==> src/rtl/ppg_pkg.sv <==
// Shared types for the PPG front-end chain: LED phase, sampler state and ADC width.
// Imported by the calibration controller, this sampler and the FIR stage.
package ppg_pkg;

  localparam int ADC_W = 8;

  typedef enum logic [1:0] {
    PH_NONE = 2'd0,
    PH_RED  = 2'd1,
    PH_IR   = 2'd2
  } phase_t;

  typedef enum logic [1:0] {
    ST_IDLE   = 2'd0,
    ST_SETTLE = 2'd1,
    ST_ACCUM  = 2'd2,
    ST_HOLD   = 2'd3
  } smp_state_t;

  // Exactly one LED lit selects a channel; both or neither means no valid phase.
  function automatic phase_t decode_phase(input logic red, input logic ir);
    if (red && !ir) return PH_RED;
    if (ir && !red) return PH_IR;
    return PH_NONE;
  endfunction

endpackage

==> src/rtl/ppg_slot_accum.sv <==
// Per-slot accumulator: sums 2^AVG_LOG2 accepted samples and presents the truncated
// average combinationally alongside a done strobe on the final sample.
module ppg_slot_accum
  import ppg_pkg::*;
#(
  parameter int W        = ADC_W,
  parameter int AVG_LOG2 = 2
) (
  input  logic         clk,
  input  logic         rst_n,
  input  logic         i_clear,
  input  logic         i_sample,
  input  logic [W-1:0] i_adc,
  output logic         o_done,
  output logic [W-1:0] o_avg
);

  localparam int         AW   = W + AVG_LOG2;
  localparam logic [6:0] LAST = 7'((1 << AVG_LOG2) - 1);

  logic [AW-1:0] r_acc;
  logic [6:0]    r_cnt;
  logic [AW-1:0] w_sum;

  // The final sample is folded in here so the average is ready in its own cycle.
  assign w_sum  = r_acc + AW'(i_adc);
  assign o_done = i_sample && (r_cnt == LAST);
  assign o_avg  = W'(w_sum >> AVG_LOG2);

  // NOTE: non-blocking assignments so acc and cnt both update from pre-edge values.
  always_ff @(posedge clk) begin
    if (!rst_n || i_clear || o_done) begin
      r_acc <= '0;
      r_cnt <= '0;
    end else if (i_sample) begin
      r_acc <= w_sum;
      r_cnt <= r_cnt + 7'd1;
    end
  end

endmodule

==> src/rtl/ppg_channel_sampler.sv <==
// Splits the shared photodiode ADC stream into averaged red/IR samples, skipping
// settling conversions after each LED switch, and hands out pairs on valid/ready.
module ppg_channel_sampler
  import ppg_pkg::*;
#(
  parameter int W              = ADC_W,
  parameter int SETTLE_SAMPLES = 4,
  parameter int AVG_LOG2       = 2
) (
  input  logic         clk,
  input  logic         rst_n,
  input  logic [W-1:0] i_adc,
  input  logic         i_adc_valid,
  input  logic         i_led_red,
  input  logic         i_led_ir,
  input  logic         i_cal_done,
  input  logic         i_ovr_clr,
  output logic [W-1:0] o_out_red,
  output logic [W-1:0] o_out_ir,
  output logic         o_out_valid,
  input  logic         i_out_ready,
  output logic         o_overrun
);

  localparam logic [7:0] SETTLE_LAST = 8'(SETTLE_SAMPLES - 1);

  phase_t     w_phase, r_phase_q;
  smp_state_t r_state;
  logic [7:0] r_settle_cnt;
  logic       r_red_have, r_ir_have;
  logic [W-1:0] r_red_avg, r_ir_avg;

  logic         w_change, w_force_idle, w_sample, w_clear, w_done;
  logic         w_red_done, w_ir_done, w_red_have, w_ir_have, w_pair;
  logic [W-1:0] w_avg, w_red_avg, w_ir_avg;

  assign w_phase      = decode_phase(i_led_red, i_led_ir);
  assign w_change     = (w_phase != r_phase_q);
  assign w_force_idle = !i_cal_done || (w_phase == PH_NONE);

  // A strobe arriving with a phase change belongs to the old LED and is dropped.
  assign w_sample = (r_state == ST_ACCUM) && i_adc_valid && !w_change && !w_force_idle;
  assign w_clear  = (r_state != ST_ACCUM) || w_change || w_force_idle;

  ppg_slot_accum #(.W(W), .AVG_LOG2(AVG_LOG2)) u_accum (
    .clk     (clk),
    .rst_n   (rst_n),
    .i_clear (w_clear),
    .i_sample(w_sample),
    .i_adc   (i_adc),
    .o_done  (w_done),
    .o_avg   (w_avg)
  );

  assign w_red_done = w_done && (r_phase_q == PH_RED);
  assign w_ir_done  = w_done && (r_phase_q == PH_IR);
  assign w_red_have = r_red_have || w_red_done;
  assign w_ir_have  = r_ir_have  || w_ir_done;
  assign w_red_avg  = w_red_done ? w_avg : r_red_avg;
  assign w_ir_avg   = w_ir_done  ? w_avg : r_ir_avg;
  assign w_pair     = w_red_have && w_ir_have;

  always_ff @(posedge clk) begin
    if (!rst_n) begin
      r_phase_q    <= PH_NONE;
      r_state      <= ST_IDLE;
      r_settle_cnt <= '0;
      r_red_have   <= 1'b0;
      r_ir_have    <= 1'b0;
      r_red_avg    <= '0;
      r_ir_avg     <= '0;
    end else begin
      r_phase_q <= w_phase;
      if (w_force_idle) begin
        r_state      <= ST_IDLE;
        r_settle_cnt <= '0;
        r_red_have   <= 1'b0;
        r_ir_have    <= 1'b0;
      end else begin
        // Have-flags survive RED<->IR switches; only a full pair consumes them.
        r_red_have <= w_red_have && !w_pair;
        r_ir_have  <= w_ir_have  && !w_pair;
        r_red_avg  <= w_red_avg;
        r_ir_avg   <= w_ir_avg;
        if (r_state == ST_IDLE || w_change) begin
          r_state      <= ST_SETTLE;
          r_settle_cnt <= '0;
        end else begin
          case (r_state)
            ST_SETTLE: if (i_adc_valid) begin
              if (r_settle_cnt == SETTLE_LAST) begin
                r_state      <= ST_ACCUM;
                r_settle_cnt <= '0;
              end else begin
                r_settle_cnt <= r_settle_cnt + 8'd1;
              end
            end
            ST_ACCUM: if (w_done) r_state <= ST_HOLD;
            default: ;
          endcase
        end
      end
    end
  end

  // Output stage keeps running through IDLE so a pending pair can still drain.
  always_ff @(posedge clk) begin
    if (!rst_n) begin
      o_out_red   <= '0;
      o_out_ir    <= '0;
      o_out_valid <= 1'b0;
      o_overrun   <= 1'b0;
    end else begin
      if (w_pair && (!o_out_valid || i_out_ready)) begin
        o_out_red   <= w_red_avg;
        o_out_ir    <= w_ir_avg;
        o_out_valid <= 1'b1;
      end else if (o_out_valid && i_out_ready) begin
        o_out_valid <= 1'b0;
      end
      if (w_pair && o_out_valid && !i_out_ready) o_overrun <= 1'b1;
      else if (i_ovr_clr)                         o_overrun <= 1'b0;
    end
  end

endmodule

==> config.mk <==
export PLATFORM = sky130hd
export DESIGN_NAME = ppg_channel_sampler
export DESIGN_NICKNAME = d
export VERILOG_FILES = /design/src/rtl/ppg_pkg.sv /design/src/rtl/ppg_slot_accum.sv /design/src/rtl/ppg_channel_sampler.sv
export SDC_FILE = /design/constraint.sdc
export NUM_CORES = 1
export LEC_CHECK = 0
export CORE_MARGIN = 2
export CORE_UTILIZATION = 45
export DETAILED_ROUTE_END_ITERATION = 12
export GPL_TIMING_DRIVEN = 1
export PLACE_DENSITY_LB_ADDON = 0.05
export SYNTH_ARGS = -nofsm -noshare
export SYNTH_HDL_FRONTEND = slang
export SYNTH_SLANG_ARGS = --single-unit
==> constraint.sdc <==
create_clock -name clk -period 2.45 [get_ports clk]
set_input_delay 0.245 -clock clk [delete_from_list [all_inputs] [get_ports clk]]
set_output_delay 0.245 -clock clk [all_outputs]
set_load 0.01 [all_outputs]
# --- Word level (Yosys, flattened, before mapping) ---
# Index checks and enable logic that the tools add are counted.
totals:
  elab_cells: 95
  reg_bits: 65
classes:
  n_addsub: 3
  n_reduce_logical: 44
  muxes: 19
  bitwise_logic: 1
  n_eq_ne: 14
ops:
  columns: ["cell", "count"]
  rows:
  - ["$mux W8", 3]
  - ["$logic_and A1 B1 Y1", 15]
  - ["$mux W2", 7]
  - ["$add A10 B8 Y10", 1]
  - ["$logic_not A1 Y1", 9]
  - ["$logic_or A1 B1 Y1", 9]
  - ["$add A8 B1 Y8 const B", 1]
  - ["$eq A8 B2 Y1 const B", 1]
  - ["$mux W1", 8]
  - ["$reduce_and A4 Y1", 2]
  - ["$add A7 B1 Y7 const B", 1]
  - ["$eq A7 B2 Y1 const B", 1]
  - ["$ne A2 B2 Y1 const B", 3]
  - ["$ne A3 B3 Y1 const B", 2]
  - ["$reduce_bool A2 Y1", 3]
  - ["$eq A2 B1 Y1 const B", 2]
  - ["$eq A2 B2 Y1 const B", 2]
  - ["$logic_not A2 Y1", 2]
  - ["$pmux W2 S2", 1]
  - ["$ne A3 B1 Y1 const B", 1]
  - ["$reduce_bool A3 Y1", 1]
  - ["$reduce_or A3 Y1", 1]
  - ["$ne A2 B1 Y1 const B", 1]
  - ["$ne A2 B2 Y1", 1]
  - ["other kinds (3)", 3]

# --- Logic depth before layout (Yosys ltp) ---
# Gate-level depths: netlist of run 1.
depth:
  depth_word: 17
  depth_mapped: 10
  depth_no_buf: 9

# --- Hierarchy ---
# From an unflattened synthesis of run 1, not the netlist that was laid out.
unflattened:
  cells_unflattened: 382
  hier_area_um2: 3409.5
modules_own_cells:
  columns: ["mod", "cells_each", "area_each_um2", "instances", "seq_area_each_um2"]
  rows:
  - ["ppg_channel_sampler", 255, 2292.2, 1, 960.9]
  - ["ppg_slot_accum", 127, 1117.3, 1, 340.3]

# --- Worst setup path before layout of run 1 ---
# OpenSTA, ideal clock, no wires.
synth_path:
  path_kind: "flip-flop to flip-flop"
  from: "reg u_accum.r_cnt[2]"
  to: "reg o_out_ir[5]"
  n_path_buf: 1
  arrival_ps: 1936
  required_ps: 2381
  slack_ps: 445
  setup_ps: 69
  stages_incl_launch_ff: 8
  path_cell_list: "dfxtp_1 > or4_4 > nor3_4 > a21oi_2 > or2_1 > buf_6 > or3_4 > o21ai_1"
synth_via:
  elab_chain_len: 6
  word_cells_on_any_way: 9
synth_lines:
  columns: ["item", "line", "text"]
  rows:
  - ["from (decl)", "ppg_slot_accum.sv:22", "logic [6:0] r_cnt;"]
  - ["from (signal assigned)", "ppg_slot_accum.sv:37", "r_cnt <= r_cnt + 7'd1;"]
  - ["$eq A7 B2 Y1 *", "ppg_slot_accum.sv:27", "assign o_done = i_sample && (r_cnt == LAST);"]
  - ["$logic_and A1 B1 Y1 *", "ppg_slot_accum.sv:27", null]
  - ["$logic_and A1 B1 Y1 (on tied branches)", "ppg_channel_sampler.sv:55, ppg_channel_sampler.sv:56", null]
  - ["$logic_or A1 B1 Y1 (on tied branches)", "ppg_channel_sampler.sv:57, ppg_channel_sampler.sv:58", null]
  - ["$logic_and A1 B1 Y1", "ppg_channel_sampler.sv:61", "assign w_pair = w_red_have && w_ir_have;"]
  - ["$logic_and A1 B1 Y1", "ppg_channel_sampler.sv:114", "if (w_pair && (!o_out_valid || i_out_ready)) begin"]
  - ["to (signal assigned)", "ppg_channel_sampler.sv:116", "o_out_ir <= w_ir_avg;"]
  - ["to (decl)", "ppg_channel_sampler.sv:19", "output logic [W-1:0] o_out_ir,"]
# Mark *: on every way between the ends. The rest lies on a longest branch, timed or not.
# A chain may end at the register's enable or synchronous reset.

# --- Final worst setup path of run 1 ---
layout_path:
  from: "in i_led_red"
  to: "reg o_out_red[5]"
layout_via:
  elab_chain_len: 15
  word_cells_on_any_way: 24
layout_lines:
  columns: ["item", "line", "text"]
  rows:
  - ["from (decl)", "ppg_channel_sampler.sv:14", "input logic i_led_red,"]
  - ["$logic_not A1 Y1", "ppg_pkg.sv:23", "if (ir && !red) return PH_IR;"]
  - ["$logic_and A1 B1 Y1", "ppg_pkg.sv:23", null]
  - ["$mux W1 (2 in a row)", "ppg_pkg.sv:23", null]
  - ["$mux W2", "ppg_pkg.sv:24", "return PH_NONE;"]
  - ["$mux W2 *", "ppg_pkg.sv:23", null]
  - ["$ne A2 B2 Y1 or $logic_not A2 Y1 (tied branches)", "ppg_channel_sampler.sv:38, ppg_channel_sampler.sv:39", null]
  - ["$logic_not A1 Y1 or $logic_or A1 B1 Y1 (tied branches)", "ppg_channel_sampler.sv:42, ppg_channel_sampler.sv:39", null]
  - ["$logic_and A1 B1 Y1 or $logic_not A1 Y1 (tied branches)", "ppg_channel_sampler.sv:42", "assign w_sample = (r_state == ST_ACCUM) && i_adc_valid && !w_change && !w_force_idle;"]
  - ["$logic_and A1 B1 Y1 *", "ppg_channel_sampler.sv:42", null]
  - ["$logic_and A1 B1 Y1 *", "ppg_slot_accum.sv:27", null]
  - ["$logic_and A1 B1 Y1 (on tied branches)", "ppg_channel_sampler.sv:55, ppg_channel_sampler.sv:56", null]
  - ["$logic_or A1 B1 Y1 (on tied branches)", "ppg_channel_sampler.sv:57, ppg_channel_sampler.sv:58", null]
  - ["$logic_and A1 B1 Y1", "ppg_channel_sampler.sv:61", null]
  - ["$logic_and A1 B1 Y1", "ppg_channel_sampler.sv:114", null]
  - ["to (signal assigned)", "ppg_channel_sampler.sv:115", "o_out_red <= w_red_avg;"]
  - ["to (decl)", "ppg_channel_sampler.sv:18", "output logic [W-1:0] o_out_red,"]
# Mark *: on every way between the ends. The rest lies on a longest branch, timed or not. The select of a mux whose other input is x is not followed.

==> results of run 1 <==
cell usage after synthesis (3+ instances only):
cell / n / share of area (%)
dfxtp_1: 65 / 42
nor2_1: 55 / 6.6
nand2_1: 38 / 4.6
ha_1: 15 / 6.0
a21oi_1: 14 / 2.2
mux2i_1: 13 / 4.2
xor2_1: 13 / 3.6
inv_1: 10 / 1.2
a211oi_1: 9 / 2.2
a21o_1: 9 / 2.2
nand3_1: 9 / 1.4
o21ai_0: 8 / 1.3
and2_1: 6 / 1.2
nand4_1: 6 / 1.2
xnor2_1: 6 / 1.7
a31oi_1: 4 / 0.80
clkbuf_1: 4 / 0.48
nand2b_1: 4 / 0.80
o211ai_1: 4 / 0.96
and3_1: 3 / 0.60
buf_2: 3 / 0.48
buf_6: 3 / 1.1
nor3_1: 3 / 0.48
nor3_4: 3 / 1.6
o21a_1: 3 / 0.72
o21ai_1: 3 / 0.48
or3_1: 3 / 0.60
how the worst max path moves through the flow:
stage                          start      endpoint  slack (ps)  depth (start not counted)
floorplan           u_accum.r_cnt[2]   o_out_ir[5]         440                          7
global placement           i_led_red  o_out_red[5]         -70                          9
detailed placement         i_led_red  o_out_red[5]        -110                          9
CTS                        i_led_red  o_out_red[5]         230                          9
global route                i_adc[0]   o_out_ir[6]          10                         10
finish                     i_led_red  o_out_red[5]         250                          9
cells by family after synthesis:
kind of cell    count (synthesis)
buf+inv                        22
fa+ha+maj                      16
xor+xnor                       19
simple gates                  150
compound gates                 65
flops                          65
mux                            14
state kept, by name, indices dropped and copies added, names as in the netlist, 2 cells and up:
name,count
u_accum.r_acc,10
o_out_ir,8
o_out_red,8
r_ir_avg,8
r_red_avg,8
r_settle_cnt,8
u_accum.r_cnt,7
r_phase_q,2
r_state,2
final cells by class:
type                            count  share of cell area (%)
Sequential cell                    65                    33.5
Clock buffer                       11                    3.64
Inverter                           10                   0.966
Multi-Input combinational cell    264                    44.1
Clock inverter                      5                    1.42
Timing Repair Buffer               57                    13.8
Tap cell                           80                    2.58
worst max-delay path: stages:
cell	delay (ps)
clkdlybuf4s50_1	480
inv_1	40
ha_1	290
and4b_1	260
nand3_1	250
or2_0	330
nor2_1	180
mux2i_1	260
o21ai_1	100
metrics by stage:
| step | util, % | area [sq um] | TNS, ps |
|---|---|---|---|
| final | 57.5 | 3880 | 0 |
| after global routing | 57.5 | 3880 | 0 |
| after CTS | 57.4 | 3880 | 0 |
| after detailed placement | 54.5 | 3680 | -904 |
| after global placement | 54.5 | 3680 | -402 |
| after floorplan | - | 3120 | 0 |
timing repair:
| item | CTS | global route |
|---|---|---|
| resized for setup | 0 | 1 |
| endpoints found under the setup margin | 0 | 2 |
| setup buffers | 0 | 0 |
| hold endpoints to repair | 0 | 0 |
cells in the final DEF, fill, tap and decap left out, drive strengths merged, types with 13 or more instances in the layout:
| master | instances |
|---|---|
| dfxtp | 65 |
| nor2 | 55 |
| nand2 | 38 |
| clkdlybuf4s50 | 33 |
| buf | 24 |
| a21oi | 16 |
| ha | 15 |
| xor2 | 13 |
| mux2i | 13 |
power groups by stage:
stage	Clock, mW	Sequential [mW]	Combinational, mW
after floorplan	0	1.08	0.0553
after global routing	0.982	1.06	0.114
final	0.918	1.06	0.102
after detailed placement	0	1.08	0.102
after CTS	0.930	1.06	0.103
after global placement	0	1.08	0.102
routing by layer:
metal,share of wire (%),global-route usage (%),wire [um]
met5,0,0,0
met4,1.3,5.87,85
met3,3.4,5.21,224
met2,42,27.8,2750
met1,53,26.3,3480
==> impl_metrics.env, run 1 <==
export IMPL_synth_edf_count=0
export IMPL_globalplace_congestion=0.816
export IMPL_swShare_pct=22.9
export IMPL_synth_warning_count=0
export IMPL_postSynthCellCount=351
export IMPL_num_rows=30
export IMPL_comb_power_share_pct=4.9
export IMPL_dp_cells=476
export IMPL_synth_seq_cells=65
export IMPL_clockPowerShare_pct=44.1
export IMPL_instances_no_fill=492
export IMPL_grt_pass1_vias=2461
export IMPL_drc=0
export IMPL_fin_hold_ws_ps=448
export IMPL_synth_compound_area_share_pct=13.9
export IMPL_grtUsageTotal_pct=18.7
export IMPL_grt_pass1_wl_mm=11.2
export IMPL_io_pin_count=34
export IMPL_root_buffer="clkbuf_8"
export IMPL_dp_hpwl_mm=4.71
export IMPL_antenna_found_initial=0
export IMPL_hp_class="reg -> reg"
export IMPL_reg2reg_slack_ps=310
export IMPL_synth_top_family_by_area="simple AND/OR/NAND/NOR gates"
export IMPL_pre_cts_ws_ps=-112
export IMPL_whs_path_depth=1
export IMPL_cts_max_level=3
export IMPL_reg2regPathDepth=9
export IMPL_synth_nets=383
export IMPL_power_switching_mw=0.475
export IMPL_hold_end="r_ir_have"
export IMPL_setup_slack_ps=246
export IMPL_clk_path_buf_depth=2
export IMPL_seqPwrFrac_pct=50.9
export IMPL_avgSynthCellArea_sq_um=8.90
export IMPL_die_w_um=87.3
export IMPL_fp_dieArea_sq_um=7630
export IMPL_dr_total_vias=2565
export IMPL_cts_tree="done"
export IMPL_yosysSeqAreaShare_pct=41.6
export IMPL_drtAntennaViolNets=0
export IMPL_fmax_ghz=0.454
export IMPL_crit_arrival_ps=2420
export IMPL_path_clk_slew_ps=70
export IMPL_num_fill_cells=641
export IMPL_rsz0062_at_grt="no"
export IMPL_port_buffer_count=33
export IMPL_postCtsHoldBufs=0
export IMPL_dr_pass1_iters=4
export IMPL_n_antenna_cell=0
export IMPL_grt_max_degree=27
export IMPL_drt_iter0_drc=91
export IMPL_fp_dieH_um=87.3
export IMPL_cts_sinks=65
export IMPL_p_leak_nw=1.48
export IMPL_total_power_mw=2.08
export IMPL_required_ps=2670
export IMPL_r2r_start="u_accum.r_acc[0]"
export IMPL_slew_headroom_pct=69.7
export IMPL_drv_slew=0
export IMPL_nets=439
export IMPL_p_int_mw=1.60
export IMPL_status="completed"
export IMPL_area_growth_syn_to_layout_pct=24.3
export IMPL_totalWireLength_mm=6.54
export IMPL_tightestPinTransition_ps=452
export IMPL_avgRoutedWirePerCell_um=13.3
export IMPL_clock_skew_ps=8.44
export IMPL_yosysUniqueCellTypes=55
export IMPL_grt_overflow_total=0
export IMPL_final_seq_area_sq_um=1300
export IMPL_synthMuxAreaShare_pct=4.53
export IMPL_final_setup_viol_count=0
export IMPL_synthSimpleGateAreaFrac_pct=24.2
export IMPL_viasPerCell=5.21
export IMPL_hold_viol_final=0
export IMPL_cap_violations=0
export IMPL_start_util_pct=46.2
export IMPL_powerDensity_nw_per_um2=536
export IMPL_worstSetupPathType="in -> reg"
export IMPL_fin_crit_sh_pct=90.0
export IMPL_synth_xor_area_share_pct=5.33
export IMPL_async_flop_share_pct=0
export IMPL_drive_gt1_share_pct=13.3
export IMPL_vdd_drop_max_mv=0.341
export IMPL_syn_area_sq_um=3120
export IMPL_path_max_fanout=5
export IMPL_fin_crit_ps=2200
export IMPL_core_area_sq_um=6760
export IMPL_r2r_end="o_out_ir[6]"
export IMPL_end_kind="register"
export IMPL_hold_start="r_red_have"
export IMPL_cts_buffers=9
export IMPL_clk_latency_ps=330
export IMPL_ys_flop_type="dfxtp_1"
export IMPL_synth_fa_ha_area_share_pct=6.65
export IMPL_cp_start_kind="input pin"
export IMPL_multiInputGateArea_sq_um=1710
(Power assumes the default switching activity.)
==> run 2: changes to the inputs <==
--- a/config.mk
+++ b/config.mk
@@ -8,6 +8,7 @@
 export CORE_MARGIN = 2
 export CORE_UTILIZATION = 45
 export DETAILED_ROUTE_END_ITERATION = 12
+export DONT_BUFFER_PORTS = 1
 export GPL_TIMING_DRIVEN = 1
 export PLACE_DENSITY_LB_ADDON = 0.05
 export SYNTH_ARGS = -nofsm -noshare
==> run 2 against run 1 <==
  * Sequential power about the same
  * First-iteration DRC count fell by 27%
  * Critical path depth is the same
  * Hold slack got worse by 420 ps
  * Utilization fell by 6.9 points
  * Largest power group unchanged
  * Highest routed layer unchanged
==> impl_metrics.env, run 2 (synthesized netlist as in run 1, its figures left out) <==
export IMPL_hold_viol_final=0
export IMPL_drive_gt1_share_pct=10.2
export IMPL_slew_headroom_pct=55.1
export IMPL_start_util_pct=46.2
export IMPL_dp_hpwl_mm=4.65
export IMPL_area_growth_syn_to_layout_pct=9.41
export IMPL_end_kind="register"
export IMPL_setup_slack_ps=200
export IMPL_regMostFlops="u_accum.r_acc"
export IMPL_clk_path_buf_depth=2
export IMPL_tightestPinTransition_ps=672
export IMPL_crit_family="compound AO/OA/AOI/OAI gates"
export IMPL_grt_pass1_vias=2276
export IMPL_path_clk_slew_ps=70
export IMPL_grt_pass1_wl_mm=10.8
export IMPL_comb_power_share_pct=2.9
export IMPL_rsz0062_at_grt="no"
export IMPL_globalplace_congestion=0.791
export IMPL_grt_max_degree=23
export IMPL_io_pin_count=34
export IMPL_fmax_ghz=0.444
export IMPL_grt_overflow_total=0
export IMPL_dpl_instance_area_sq_um=3200
export IMPL_drt_iter0_drc=66
export IMPL_grt_util_met2_pct=26.4
export IMPL_drc=0
export IMPL_required_ps=2640
export IMPL_crit_top_cell="a31oi_1"
export IMPL_fin_crit_ps=2250
export IMPL_cp_cell_sequence="ha_1, inv_1, fa_1, nor2b_1, o2111ai_1, a31oi_1, o21ai_0, a31oi_1, a211oi_1"
export IMPL_vdd_drop_max_mv=0.399
export IMPL_worst_path_buf_inv=1
export IMPL_antenna_found_initial=0
export IMPL_fin_crit_sh_pct=91.8
export IMPL_drtAntennaViolNets=0
export IMPL_viasPerCell=5.36
export IMPL_port_buffer_count=0
export IMPL_cp_start_kind="register"
export IMPL_crit_arrival_ps=2440
export IMPL_cts_tree="done"
export IMPL_power_switching_mw=0.467
export IMPL_totalWireLength_mm=6.29
export IMPL_core_area_sq_um=6760
export IMPL_cap_violations=0
export IMPL_cts_buffers=9
export IMPL_n_antenna_cell=0
export IMPL_final_core_util_pct=50.6
export IMPL_status="completed"
export IMPL_p_int_mw=1.66
export IMPL_fp_dieH_um=87.3
export IMPL_final_cell_mix="65 x dfxtp_1, 55 x nor2_1, 38 x nand2_1"
export IMPL_top_usage_layer="met2"
export IMPL_postCtsHoldBufs=0
export IMPL_clockPowerShare_pct=47.2
export IMPL_avgRoutedWirePerCell_um=14.2
export IMPL_reg2reg_slack_ps=200
export IMPL_stdcell_area_sq_um=3420
export IMPL_clk_latency_ps=340
export IMPL_dr_pass1_iters=4
export IMPL_largest_reg_flops=10
export IMPL_hp_class="in -> reg"
export IMPL_grtUsageTotal_pct=18.3
export IMPL_powerDensity_nw_per_um2=622
export IMPL_setup_tns_ps=0
export IMPL_num_fill_cells=675
export IMPL_cts_sinks=65
export IMPL_use_met3_pct=5.31
export IMPL_final_setup_viol_count=0
export IMPL_clock_skew_ps=12.5
export IMPL_post_cts_buffers=0
export IMPL_pre_cts_ws_ps=217
export IMPL_layout_commonest_cell="dfxtp_1"
export IMPL_fp_dieArea_sq_um=7630
export IMPL_dr_total_vias=2371
export IMPL_use_met1_pct=25.3
export IMPL_cp_slowest_cell="fa_1"
export IMPL_final_seq_area_sq_um=1300
export IMPL_critPathMaxStageDelay_ps=400
export IMPL_num_rows=30
export IMPL_nets=389
export IMPL_die_w_um=87.3
export IMPL_cts_max_level=3
export IMPL_path_max_fanout=3
export IMPL_drv_slew=0
export IMPL_root_buffer="clkbuf_8"
export IMPL_multiInputGateArea_sq_um=1710
export IMPL_p_leak_nw=1.28
export IMPL_cts_resized_gates=0
export IMPL_swShare_pct=22.0
export IMPL_worstSetupPathType="reg -> reg"
export IMPL_seqPwrFrac_pct=49.9
==> run 2: cell types whose count changed in the layout (fill, tap and decap cells not counted) <==
| cell | before | now |
|---|---|---|
| a31oi_1 | 3 | 4 |
| clkinv_4 | 0 | 2 |
| buf_4 | 22 | 7 |
| buf_12 | 2 | 0 |
| bufinv_16 | 1 | 2 |
| clkbuf_8 | 10 | 9 |
| a31oi_2 | 1 | 0 |
| clkdlybuf4s50_1 | 33 | 0 |
| clkinv_2 | 2 | 0 |
==> run 2: area by class of cell <==
type / instances / share of cell area [%]
clock buffers: 10 / 3.73
clock inverters: 6 / 2.71
inverters: 10 / 1.10
multi-input cells: 264 / 49.9
flip-flops and latches: 65 / 38.1
well taps: 80 / 2.93
repair buffers: 7 / 1.54
==> run 2: metal layers <==
metal,vias up,part of all wire [%],wire [um]
li1,1235,-,-
met1,1091,51,3230
met2,35,43,2680
met3,10,4.6,287
met4,0,1.5,94
met5,-,0,0
==> run 2: final timing paths <==
path / to / from / depth (start not counted)
min reg2reg: r_red_have / r_ir_have / 1
min: o_overrun / rst_n / 1
max reg2reg: o_out_ir[6] / u_accum.r_acc[0] / 9
max: o_out_ir[6] / u_accum.r_acc[0] / 9
==> run 2: through the flow <==
stage               std cells  power (mW)  hold slack, ps
finish                    442        2.12            23.7
global route              442        2.22            12.8
CTS                       442        2.16            7.59
detailed placement        426        1.15             376
global placement          426        1.15             372
floorplan                 351        1.14             424
==> run 2: power groups by stage <==
stage          combinational, mW  clock, mW  sequential (mW)
6_report                  0.0624       1.00             1.06
4_1_cts                   0.0629       1.04             1.06
2_1_floorplan             0.0553          0             1.08
3_5_place_dp              0.0624          0             1.08
3_3_place_gp              0.0620          0             1.08
5_1_grt                   0.0701       1.09             1.06
==> run 3: changes to the inputs <==
--- a/config.mk
+++ b/config.mk
@@ -6,7 +6,7 @@
 export NUM_CORES = 1
 export LEC_CHECK = 0
 export CORE_MARGIN = 2
-export CORE_UTILIZATION = 45
+export CORE_UTILIZATION = 35
 export DETAILED_ROUTE_END_ITERATION = 12
 export DONT_BUFFER_PORTS = 1
 export GPL_TIMING_DRIVEN = 1
==> constraint.sdc (replaced) <==
create_clock -name clk -period 2.45 [get_ports clk]
set_input_delay 0.245 -clock clk [delete_from_list [all_inputs] [get_ports clk]]
set_output_delay 0.245 -clock clk [all_outputs]
set_load 0.05 [all_outputs]
==> run 3 against run 2 <==
  * Clock power down 16%
  * Largest power group unchanged
  * Critical endpoint unchanged
  * Largest cell class unchanged
  * Cell count up 5.9%
  * Routed wire length up 8.0%
  * Count of clock-buffer cells in the layout up 1
  * Utilization down 11 points
  * Combinational power up 1%
==> impl_metrics.env, run 3 (synthesized netlist as in run 1, its figures left out) <==
export IMPL_status="completed"
export IMPL_power_switching_mw=0.481
export IMPL_drtAntennaViolNets=0
export IMPL_clk_latency_ps=340
export IMPL_powerDensity_nw_per_um2=577
export IMPL_cts_buffers=9
export IMPL_core_area_sq_um=8680
export IMPL_setup_tns_ps=0
export IMPL_fmax_ghz=0.434
export IMPL_root_buffer="clkbuf_8"
export IMPL_cp_start_kind="register"
export IMPL_worstSetupPathType="reg -> reg"
export IMPL_clockPowerShare_pct=42.8
export IMPL_hold_viol_final=0
export IMPL_post_cts_buffers=0
export IMPL_fin_crit_ps=2310
export IMPL_slew_headroom_pct=54.6
export IMPL_dr_pass1_iters=4
export IMPL_cts_tree="done"
export IMPL_viasPerCell=5.02
export IMPL_crit_top_cell="a31oi_1"
export IMPL_regMostFlops="u_accum.r_acc"
export IMPL_r2r_start="u_accum.r_acc[0]"
export IMPL_end_kind="register"
export IMPL_seqPwrFrac_pct=54.0
export IMPL_final_setup_viol_count=0
export IMPL_whs_path_depth=1
export IMPL_drc=0
export IMPL_globalplace_congestion=0.766
export IMPL_vdd_drop_max_mv=0.267
export IMPL_cts_max_level=3
export IMPL_reg2regPathDepth=9
export IMPL_num_rows=34
export IMPL_reg2reg_slack_ps=140
export IMPL_p_int_mw=1.48
export IMPL_layout_commonest_cell="dfxtp_1"
export IMPL_start_util_pct=36.0
export IMPL_grt_pass1_vias=2341
export IMPL_critPathMaxStageDelay_ps=430
export IMPL_avgRoutedWirePerCell_um=14.5
export IMPL_grt_pass1_wl_mm=11.6
export IMPL_fp_dieH_um=98.5
export IMPL_io_pin_count=34
export IMPL_hold_start="rst_n"
export IMPL_grt_max_degree=27
export IMPL_fin_hold_ws_ps=27.3
export IMPL_dpl_instance_area_sq_um=3220
export IMPL_grtUsageTotal_pct=14.9
export IMPL_path_max_fanout=3
export IMPL_drt_iter0_drc=57
export IMPL_dp_hpwl_mm=4.88
export IMPL_grt_overflow_total=0
export IMPL_r2r_end="o_out_ir[6]"
export IMPL_nets=387
export IMPL_drv_slew=0
export IMPL_fp_dieArea_sq_um=9700
export IMPL_drive_gt1_share_pct=9.72
export IMPL_tightestPinTransition_ps=681
export IMPL_pre_cts_ws_ps=163
export IMPL_port_buffer_count=0
export IMPL_stdcell_area_sq_um=3400
export IMPL_cap_violations=0
export IMPL_clk_path_buf_depth=2
export IMPL_swShare_pct=24.5
export IMPL_cp_slowest_cell="fa_1"
export IMPL_cts_resized_gates=0
export IMPL_dr_total_vias=2348
export IMPL_postCtsHoldBufs=0
export IMPL_setup_slack_ps=144
export IMPL_cts_sinks=65
export IMPL_largest_reg_flops=10
export IMPL_p_leak_nw=1.25
export IMPL_cp_cell_sequence="ha_1, inv_1, fa_1, nor2b_1, o2111ai_1, a31oi_1, o21ai_0, a31oi_1, a211oi_1"
export IMPL_n_antenna_cell=0
export IMPL_hp_class="in -> reg"
export IMPL_totalWireLength_mm=6.80
export IMPL_path_clk_slew_ps=80
export IMPL_antenna_found_initial=0
export IMPL_clock_skew_ps=10.7
export IMPL_hold_end="o_overrun"
export IMPL_rsz0062_at_grt="no"
export IMPL_comb_power_share_pct=3.2
export IMPL_die_w_um=98.5
export IMPL_fin_crit_sh_pct=94.1
export IMPL_area_growth_syn_to_layout_pct=8.81
export IMPL_final_cell_mix="65 x dfxtp_1, 55 x nor2_1, 38 x nand2_1"
export IMPL_final_core_util_pct=39.2
export IMPL_crit_arrival_ps=2500
export IMPL_required_ps=2640
run 3: worst max path at each step:
stage / start / to / slack [ps] / cells past startpoint
after global routing: u_accum.r_acc[0] / o_out_ir[6] / 3 / 9
after floorplan: u_accum.r_cnt[2] / o_out_ir[5] / 440 / 7
after CTS: u_accum.r_acc[0] / o_out_ir[6] / 120 / 9
final: u_accum.r_acc[0] / o_out_ir[6] / 140 / 9
after global placement: u_accum.r_acc[0] / o_out_ir[6] / 150 / 9
after detailed placement: u_accum.r_acc[0] / o_out_ir[6] / 160 / 9
run 3: worst max-delay path, delay by kind of cell, from the launching register on:
kind	cells	cell delay, ps
and+or+nand+nor	1	180
buffers and inverters	1	50
adders and majority gates	2	600
AOI/OAI and AO/OA	5	1020
DFF	1	330
run 3: stage by stage:
step / cells / power, mW
after floorplan: 351 / 1.14
after global placement: 452 / 1.15
after detailed placement: 452 / 1.15
after CTS: 468 / 2.00
after global routing: 468 / 2.06
final: 468 / 1.96
run 3: cell type report:
| class | instances | area [sq um] |
|---|---|---|
| clock buffers | 11 | 141 |
| clock inverters | 5 | 40.0 |
| fillers | 918 | 5280 |
| inverters | 10 | 37.5 |
| multi-input cells | 264 | 1710 |
| flip-flops and latches | 65 | 1300 |
| well taps | 108 | 135 |
| repair buffers | 5 | 37.5 |
run 3: metal layers:
layer | GRT usage [%] | part of all wire, % | up-vias
met5 | 0 | 0 | -
met4 | 4.74 | 0.82 | 0
met3 | 5.25 | 4.4 | 5
met2 | 23.5 | 47 | 26
met1 | 19.1 | 48 | 1082
li1 | - | - | 1235
run 3: power by group through the flow:
stage / clock [mW] / sequential (mW) / combinational, mW
final: 0.840 / 1.06 / 0.0631
after global routing: 0.925 / 1.06 / 0.0722
after CTS: 0.875 / 1.06 / 0.0645
after detailed placement: 0 / 1.08 / 0.0640
after global placement: 0 / 1.08 / 0.0640
after floorplan: 0 / 1.08 / 0.0553
